===== src/rtl/keypad_play_sched_pkg.sv =====
// Shared constants and types for the keypad sample player.
// Key regions are index-aligned: key k plays KEY_LEN[k] samples starting at KEY_BASE[k].
package play_pkg;
    localparam int NUM_KEYS = 4;
    localparam int ADDR_W   = 10;
    localparam int DATA_W   = 24;
    localparam int KEY_W    = $clog2(NUM_KEYS);

    typedef logic [ADDR_W-1:0] addr_t;

    // Packed so element 0 is the rightmost literal.
    localparam logic [NUM_KEYS-1:0][ADDR_W-1:0] KEY_BASE = {10'd264, 10'd65, 10'd59, 10'd0};
    localparam logic [NUM_KEYS-1:0][ADDR_W-1:0] KEY_LEN  = {10'd35, 10'd199, 10'd6, 10'd59};

    typedef enum logic [1:0] {IDLE, FETCH, WAIT, PRESENT} play_state_e;
endpackage


===== src/rtl/keypad_play_sched_if.sv =====
// Keypad, sample-ROM and sink signals of the player, bundled as one port.
// The master modport is the player side; the slave modport is the environment side.
interface keypad_play_sched_if;
    import play_pkg::*;

    logic [NUM_KEYS-1:0] key_i;
    logic                rom_en_o;
    logic [ADDR_W-1:0]   rom_addr_o;
    logic [DATA_W-1:0]   rom_data_i;
    logic [DATA_W-1:0]   sample_o;
    logic                valid_o;
    logic                ready_i;
    logic                busy_o;
    logic [KEY_W-1:0]    active_key_o;

    modport master (
        input  key_i, rom_data_i, ready_i,
        output rom_en_o, rom_addr_o, sample_o, valid_o, busy_o, active_key_o
    );
    modport slave (
        output key_i, rom_data_i, ready_i,
        input  rom_en_o, rom_addr_o, sample_o, valid_o, busy_o, active_key_o
    );
endinterface


===== src/rtl/keypad_play_sched_key_edge_arb.sv =====
// Key rising-edge detect with fixed priority (index 0 highest); zero-length keys are masked.
// Latency: combinational grant in the cycle the key rises; no backpressure input.
// Triggers are suppressed for the first cycle after reset so keys held through reset do not fire.
module key_edge_arb
    import play_pkg::*;
(
    input  logic                clk,
    input  logic                rst_n,
    input  logic [NUM_KEYS-1:0] key,
    output logic                grant_valid,
    output logic [KEY_W-1:0]    grant_idx
);
    logic [NUM_KEYS-1:0] key_q;
    logic [NUM_KEYS-1:0] trig;
    logic                armed_q;

    always_ff @(posedge clk or negedge rst_n) begin
        if (!rst_n) begin
            key_q   <= '0;
            armed_q <= 1'b0;
        end else begin
            key_q   <= key;
            armed_q <= 1'b1;
        end
    end

    always_comb begin
        trig      = '0;
        grant_idx = '0;
        for (int k = 0; k < NUM_KEYS; k++)
            trig[k] = armed_q & key[k] & ~key_q[k] & (KEY_LEN[k] != '0);
        for (int k = NUM_KEYS-1; k >= 0; k--)
            if (trig[k]) grant_idx = KEY_W'(k);
        grant_valid = |trig;
    end
endmodule


===== src/rtl/keypad_play_sched.sv =====
// Plays a key's ROM region sample by sample to a valid/ready sink; PLAY_LOOP_EN selects loop-while-held.
// Latency: key edge at T -> ROM fetch at T+1 -> valid at T+3; at most one sample per 3 cycles.
// Backpressure: ready low in PRESENT freezes state and sample, no further ROM reads.
module keypad_play_sched
    import play_pkg::*;
(
    input  logic               clk_i,
    input  logic               reset_n_i,
    keypad_play_sched_if.master bus
);
    play_state_e       state_q, state_d;
    logic [KEY_W-1:0]  key_idx_q;
    addr_t             offset_q;
    addr_t             addr_q;
    logic [DATA_W-1:0] sample_q;
    logic              grant_valid;
    logic [KEY_W-1:0]  grant_idx;
    logic              hs;
    logic              last;
    addr_t             fetch_addr;

    key_edge_arb u_arb (
        .clk         (clk_i),
        .rst_n       (reset_n_i),
        .key         (bus.key_i),
        .grant_valid (grant_valid),
        .grant_idx   (grant_idx)
    );

    assign hs         = (state_q == PRESENT) && bus.ready_i;
    assign last       = (offset_q == KEY_LEN[key_idx_q] - addr_t'(1));
    assign fetch_addr = KEY_BASE[key_idx_q] + offset_q;

    always_ff @(posedge clk_i or negedge reset_n_i) begin
        if (!reset_n_i) state_q <= IDLE;
        else            state_q <= state_d;
    end

    always_comb begin
        state_d = state_q;
        case (state_q)
            IDLE:    if (grant_valid) state_d = FETCH;
            FETCH:   state_d = WAIT;
            WAIT:    state_d = PRESENT;
            PRESENT: if (hs) begin
`ifdef PLAY_LOOP_EN
                // Release is only honoured at a handshake, so the sample on the bus completes.
                state_d = bus.key_i[key_idx_q] ? FETCH : IDLE;
`else
                state_d = last ? IDLE : FETCH;
`endif
            end
            default: state_d = IDLE;
        endcase
    end

    always_ff @(posedge clk_i or negedge reset_n_i) begin
        if (!reset_n_i) begin
            key_idx_q <= '0;
            offset_q  <= '0;
            addr_q    <= '0;
            sample_q  <= '0;
        end else begin
            if (state_q == IDLE && grant_valid) begin
                key_idx_q <= grant_idx;
                offset_q  <= '0;
            end
            if (state_q == FETCH) addr_q   <= fetch_addr;
            if (state_q == WAIT)  sample_q <= bus.rom_data_i;
            if (hs)               offset_q <= last ? '0 : offset_q + addr_t'(1);
        end
    end

    always_comb begin
        bus.rom_en_o     = (state_q == FETCH);
        bus.rom_addr_o   = (state_q == FETCH) ? fetch_addr : addr_q;
        bus.valid_o      = (state_q == PRESENT);
        bus.sample_o     = sample_q;
        bus.busy_o       = (state_q != IDLE);
        bus.active_key_o = key_idx_q;
    end
endmodule


===== src/flat_wrapper.sv =====
// flat-port wrapper written by rule: the top's interface ports become plain ports
module keypad_play_sched_flat import play_pkg::*;
  (clk_i, reset_n_i, bus_key_i, bus_rom_data_i, bus_ready_i, bus_rom_en_o, bus_rom_addr_o, bus_sample_o, bus_valid_o, bus_busy_o, bus_active_key_o);
  keypad_play_sched_if bus_i ();
  input  logic clk_i;
  input  logic reset_n_i;
  input wire logic [$bits(bus_i.key_i)-1:0] bus_key_i;
  input wire logic [$bits(bus_i.rom_data_i)-1:0] bus_rom_data_i;
  input wire logic [$bits(bus_i.ready_i)-1:0] bus_ready_i;
  output wire logic [$bits(bus_i.rom_en_o)-1:0] bus_rom_en_o;
  output wire logic [$bits(bus_i.rom_addr_o)-1:0] bus_rom_addr_o;
  output wire logic [$bits(bus_i.sample_o)-1:0] bus_sample_o;
  output wire logic [$bits(bus_i.valid_o)-1:0] bus_valid_o;
  output wire logic [$bits(bus_i.busy_o)-1:0] bus_busy_o;
  output wire logic [$bits(bus_i.active_key_o)-1:0] bus_active_key_o;
  assign bus_i.key_i = bus_key_i;
  assign bus_i.rom_data_i = bus_rom_data_i;
  assign bus_i.ready_i = bus_ready_i;
  assign bus_rom_en_o = bus_i.rom_en_o;
  assign bus_rom_addr_o = bus_i.rom_addr_o;
  assign bus_sample_o = bus_i.sample_o;
  assign bus_valid_o = bus_i.valid_o;
  assign bus_busy_o = bus_i.busy_o;
  assign bus_active_key_o = bus_i.active_key_o;
  keypad_play_sched u_core (.clk_i(clk_i), .reset_n_i(reset_n_i), .bus(bus_i));
endmodule

===== config.mk =====
export PLATFORM = sky130hd
export DESIGN_NAME = keypad_play_sched_flat
export DESIGN_NICKNAME = d
export VERILOG_FILES = /design/src/rtl/keypad_play_sched_pkg.sv /design/src/rtl/keypad_play_sched_if.sv /design/src/rtl/keypad_play_sched_key_edge_arb.sv /design/src/rtl/keypad_play_sched.sv /design/src/flat_wrapper.sv
export SDC_FILE = /design/constraint.sdc
export NUM_CORES = 1
export LEC_CHECK = 0
export ABC_AREA = 0
export CAP_MARGIN = 20
export CELL_PAD_IN_SITES_DETAIL_PLACEMENT = 1
export CELL_PAD_IN_SITES_GLOBAL_PLACEMENT = 2
export CORE_MARGIN = 3
export CORE_UTILIZATION = 33
export CTS_CLUSTER_SIZE = 10
export DETAILED_ROUTE_END_ITERATION = 8
export PLACE_DENSITY = 0.84
export REMOVE_ABC_BUFFERS = 1
export SLEW_MARGIN = 20
export SYNTH_ARGS = -nofsm -noshare
export SYNTH_HDL_FRONTEND = slang
export SYNTH_HIERARCHICAL = 1
export SYNTH_SLANG_ARGS = --single-unit

===== constraint.sdc =====
create_clock -name clk_i -period 4.16 [get_ports clk_i]
set_input_delay 0.832 -clock clk_i [delete_from_list [all_inputs] [get_ports clk_i]]
set_output_delay 0.832 -clock clk_i [all_outputs]
set_load 0.1 [all_outputs]

### After elaboration in Yosys (flattened, before gate mapping)

Index checks and enable logic that the tools add are counted.

* $add $sub $neg: 3
* multipliers: 0
* divide/modulo/power cells: 0
* magnitude comparators: 1
* equal/unequal tests: 6
* shifts and indexed selects: 0
* muxes and demuxes: 16
* bitwise gates (word level): 12
* reductions and logical operators: 7

Operators with widths (count)
* 10-bit 2-to-1 mux: 6
* 10-bit binary-select mux with 2-bit select: 2
* 2-bit 2-to-1 mux: 6
* 10-bit by 1-bit adder with 10-bit output (second input constant): 1
* 10-bit adder: 1
* 10-bit == test: 1
* 10-bit by 1-bit subtractor with 10-bit output (second input constant): 1
* 1-bit bitwise AND: 8
* 2-bit case mux with 4 select lines: 1
* 2-bit == test (second input constant): 2
* 2-bit by 1-bit inequality test with 1-bit output (second input constant): 2
* 1-bit inverter: 4
* 2-bit nonzero test: 2
* 4-bit OR reduction: 1
* 2-bit by 3-bit < comparator with 1-bit output (second input constant): 1
* 2-bit by 1-bit == test with 1-bit output (second input constant): 1
* 1-bit logical AND: 2
* 2-bit logical NOT: 1
* 2-bit AND reduction: 1
* 1-bit 2-to-1 mux: 1

* register bits: 53
* latch bits: 0
* bits in writable memories: 0
* memory bits (read-only): 0
* input port bits: 31
* output and inout port bits: 39
* memories: 0

### Longest topological paths before layout

Gate-level depths: netlist of the first run.

* depth in word-level cells: 7
* mapped depth: 11

### Cells and area by module

Netlist of the first run, hierarchy kept.

Modules (own cells, without submodules)
* keypad_play_sched: times used 1, cells each 237, area an instance 2556.2 sq um
* key_edge_arb: times used 1, cells each 17, area an instance 221.5 sq um

### Worst setup path before layout of the first run

Ideal clock, no wire load.

* kind: register -> output
* from: register u_core.key_idx_q[0], in the netlist u_core/bus.active_key_o[0]
* to: output port bus_rom_addr_o[7]
* arrival time: 5.680 ns
* slack: -2.352 ns
* stages on the path, launching flop included: 9
* path buffers: 0
* cell sequence: dfrtp_1 inv_1 ha_1 ha_1 nor2b_1 o21ai_0 nand2_1 a31oi_1 o311ai_0

* longest elaborated chain between the ends: 4

Ends and longest elaborated chain
* start: declaration: RTL line keypad_play_sched.sv:12 `logic [KEY_W-1:0] key_idx_q;`
* start signal: assignment: RTL line keypad_play_sched.sv:65 `key_idx_q <= grant_idx;`
* 10-bit binary-select mux with 2-bit select: RTL line keypad_play_sched.sv:32 `assign fetch_addr = KEY_BASE[key_idx_q] + offset_q;`
* 10-bit 2-to-1 mux (not written as such): RTL line keypad_play_sched.sv:32
* 10-bit adder: RTL line keypad_play_sched.sv:32
* 10-bit 2-to-1 mux: RTL line keypad_play_sched.sv:76 `bus.rom_addr_o = (state_q == FETCH) ? fetch_addr : addr_q;`
* end: declaration: RTL line flat_wrapper.sv:11 `output wire logic [$bits(bus_i.rom_addr_o)-1:0] bus_rom_addr_o;`

Every way passes these cells. The select of a mux whose other input is x is not followed.

### Worst setup path in the final report of the first run

* from: register u_core.key_idx_q[0], in the netlist u_core/bus.active_key_o[0]
* to: output port bus_rom_addr_o[9]

The elaborated chain is that of the path after synthesis.

==> flow_metrics.tcl, run 1 <==
set metrics [dict create \
    clkSlewWorstSetupHoldPaths_ps 100 \
    synth_compound_area_share_pct 11.1 \
    postSynth.topFlopCell "dfrtp_1" \
    synthAdderAreaFrac_pct 7.21 \
    whs_ps 509 \
    critPathCaptureType "output pin" \
    path_class "reg -> out" \
    hold_path.class "reg -> reg" \
    crit_arrival_ps 2990 \
    drt-vias-per-instance 5.01 \
    fin_crit_sh_pct 92.0 \
    yosysWarnings 6 \
    rsz0062_at_grt "false" \
    tightestPinTransition_ps 1010 \
    synth_common_cells "53 x dfrtp_1, 30 x mux2_2, 21 x nand2_1" \
    fmax_mhz 261 \
    avgSynthCellArea_um2 10.9 \
    clock-root-buffer "clkbuf_8" \
    cp_max_fo 7 \
    synth-edff-count 0 \
    fp.dieW_um 97.7 \
    hp-start "u_core/addr_q[2]" \
    drtIter0Drc 38 \
    status "finished, final reports clean" \
    gp_congestion 0.741 \
    post_cts_resized 0 \
    setup_viol 0 \
    fin_worst_skew_ps 6.91 \
    area_growth_pct 32.6 \
    synth-seq-area-share_pct 47.7 \
    grt_max_degree 42 \
    fillCellCount 875 \
    final_antenna_net_count 0 \
    wirelength_um 6990 \
    vias 2119 \
    drive_gt1_share_pct 18.4 \
    fp.coreArea_mm2 0.00793 \
    cts_tree "built" \
    post-route-min-period_ps 3830 \
    tns_ps 0 \
    ys_ff_latch 53 \
    layout.nets 367 \
    num_rows 32 \
    hpwlAfterDp_um 5390 \
    synth-xor-area-share_pct 3.78 \
    synthMuxAreaShare_pct 12.2 \
    placedInstanceArea_mm2 0.00357 \
    synth_cell_types 45 \
    synthTopCellsByArea "dfrtp_1 48%, mux2_2 12%, ha_1 7.2%" \
    pin_count 70 \
    synth_top_area_share_pct 47.7 \
    drt_pass1_iterations 4 \
    syn_inst 254 \
    utilization_pct 46.4 \
    post_cts_buffers 0 \
    cts_max_path_buffers 2 \
    synth_top_family_by_area "simple AND/OR/NAND/NOR gates" \
    cts_sinks 53 \
    grt_pass1_wl_um 12000 \
    num_antenna_cells 0 \
    synthSimpleGateAreaFrac_pct 14.2 \
    final-hold-violation-count 0 \
    antenna_found_initial 0 \
    fin_area_mm2 0.00368 \
    first_global_vias 2304 \
    track_usage_pct 15.4 \
    initial_core_util_pct 35.0 \
    portBuffers 69 \
    critical_path.startpoint "u_core/bus.active_key_o[0]" \
    clk_latency_ps 310 \
    die_h_um 97.7 \
    relSlewSlack_pct 32.5 \
    synth.cell_area_mm2 0.00278 \
    maxCapViolCount 0 \
    r2r-start "u_core/bus.active_key_o[0]" \
    drc 0 \
    synth_top_cell_by_area "dfrtp_1" \
    drv_slew 0 \
    ys_async_sr_fraction_pct 100 \
    cp.required_ps 3330 \
    htreeDepth 2 \
    overflow 0 \
    startpoint_type "register" \
    cts_hold_buf 0 \
    cts_buffers 5 \
    die_area_mm2 0.00955 \
    wl_per_cell_um 16.5 \
    synth.most_common_cell "dfrtp_1" \
]
[placed cells by master (no fill, tap or decap), types with 2 or more instances in the layout]
cell             synthesis  final
xor2_1                  10     10
nand3_1                  4      4
clkdlybuf4s50_1          0     57
and3b_1                  2      2
a21o_1                   2      2
nand2b_1                 4      4
buf_12                   0      4
and3_1                   6      6
nor3b_1                  2      2
o21ai_0                  8      8
dfrtp_1                 53     53
inv_1                   11     11
nor2_1                  14     14
a31oi_1                  3      3
a21oi_1                  8      8
clkbuf_8                 0      5
buf_4                    0      9
nand2_1                 21     21
nand2b_4                 2      2
o21ai_1                 12     12
o22ai_1                  3      3
and2_1                   2      2
nor2b_1                  6      6
xnor2_1                  2      2
ha_1                    16     15
nor3_1                   2      2
mux2_2                  30     30
[cell type report]
class                   count  area (µm²)  area share, %
multi-input cells         178        1350           36.7
flip-flops and latches     53        1330           36.0
repair buffers             71         723           19.6
well taps                 102         128           3.47
clock buffers               6        72.6           1.97
inverters                  11        41.3           1.12
clock inverters             2        38.8           1.05
[per-stage QoR]
stage,setup WS [ps],instances
2_1_floorplan,-2360,242
4_1_cts,315,423
6_report,335,423
5_1_grt,44.4,423
3_5_place_dp,670,415
3_3_place_gp,774,415
[cells by family (layout without fill, tap and decap cells)]
family / after synthesis / after routing
fa+ha+maj: 16 / 16
xor+xnor: 12 / 12
flops: 53 / 53
mux: 30 / 30
other cells: 1 / 1
buf+inv: 23 / 90
simple gates: 72 / 72
compound gates: 47 / 47
[registers in the layout, summed over array words and instances, names as in the netlist]
register and flops:
u_core/u_arb/armed_q 1, u_core/bus.active_key_o 2, u_core/offset_q 10, u_core/u_arb/key_q 4, u_core/state_q 2, u_core/bus.sample_o 24
u_core/addr_q 10
[worst max-delay path, cell delays in order, from the launching register on]
cell,delay (ps)
dfrtp_1,500
inv_1,110
ha_1,330
ha_1,220
nor2b_1,130
o21ai_0,160
nand2_1,90
a31oi_1,410
nor4_1,100
or3_1,380
buf_4,240
[layer usage]
| layer | routed length, µm | vias to the layer above | GRT usage [%] |
|---|---|---|---|
| met5 | 0 | - | 0 |
| met4 | 83 | 0 | 4.47 |
| met3 | 145 | 6 | 1.57 |
| met2 | 3760 | 26 | 28.7 |
| met1 | 3000 | 1075 | 18.7 |
| li1 | - | 1012 | - |
[final timing paths]
kind                                            to  slack [ps]  cells after the start
worst max-delay path             bus_rom_addr_o[9]         330                     10
worst min-delay path              u_core/addr_q[2]         510                      1
worst max register to register  u_core/offset_q[6]        1370                      8
worst min register to register    u_core/addr_q[2]         510                      1
max in group asynchronous         u_core/addr_q[8]        2750                      2
min in group asynchronous       u_core/offset_q[0]         650                      1
Power of run 1 is left out: the tool's default activity adds up to more than one toggle a clock period on the data nets, which glitch-free logic cannot reach.
==> run 2: changes to the inputs <==
Settings changed: SKIP_LAST_GASP from default to 1.
==> results of run 2 <==
Same layout as run 1: the final DEF is identical, and so are final timing and power.
Power of run 2 is left out for the same reason.
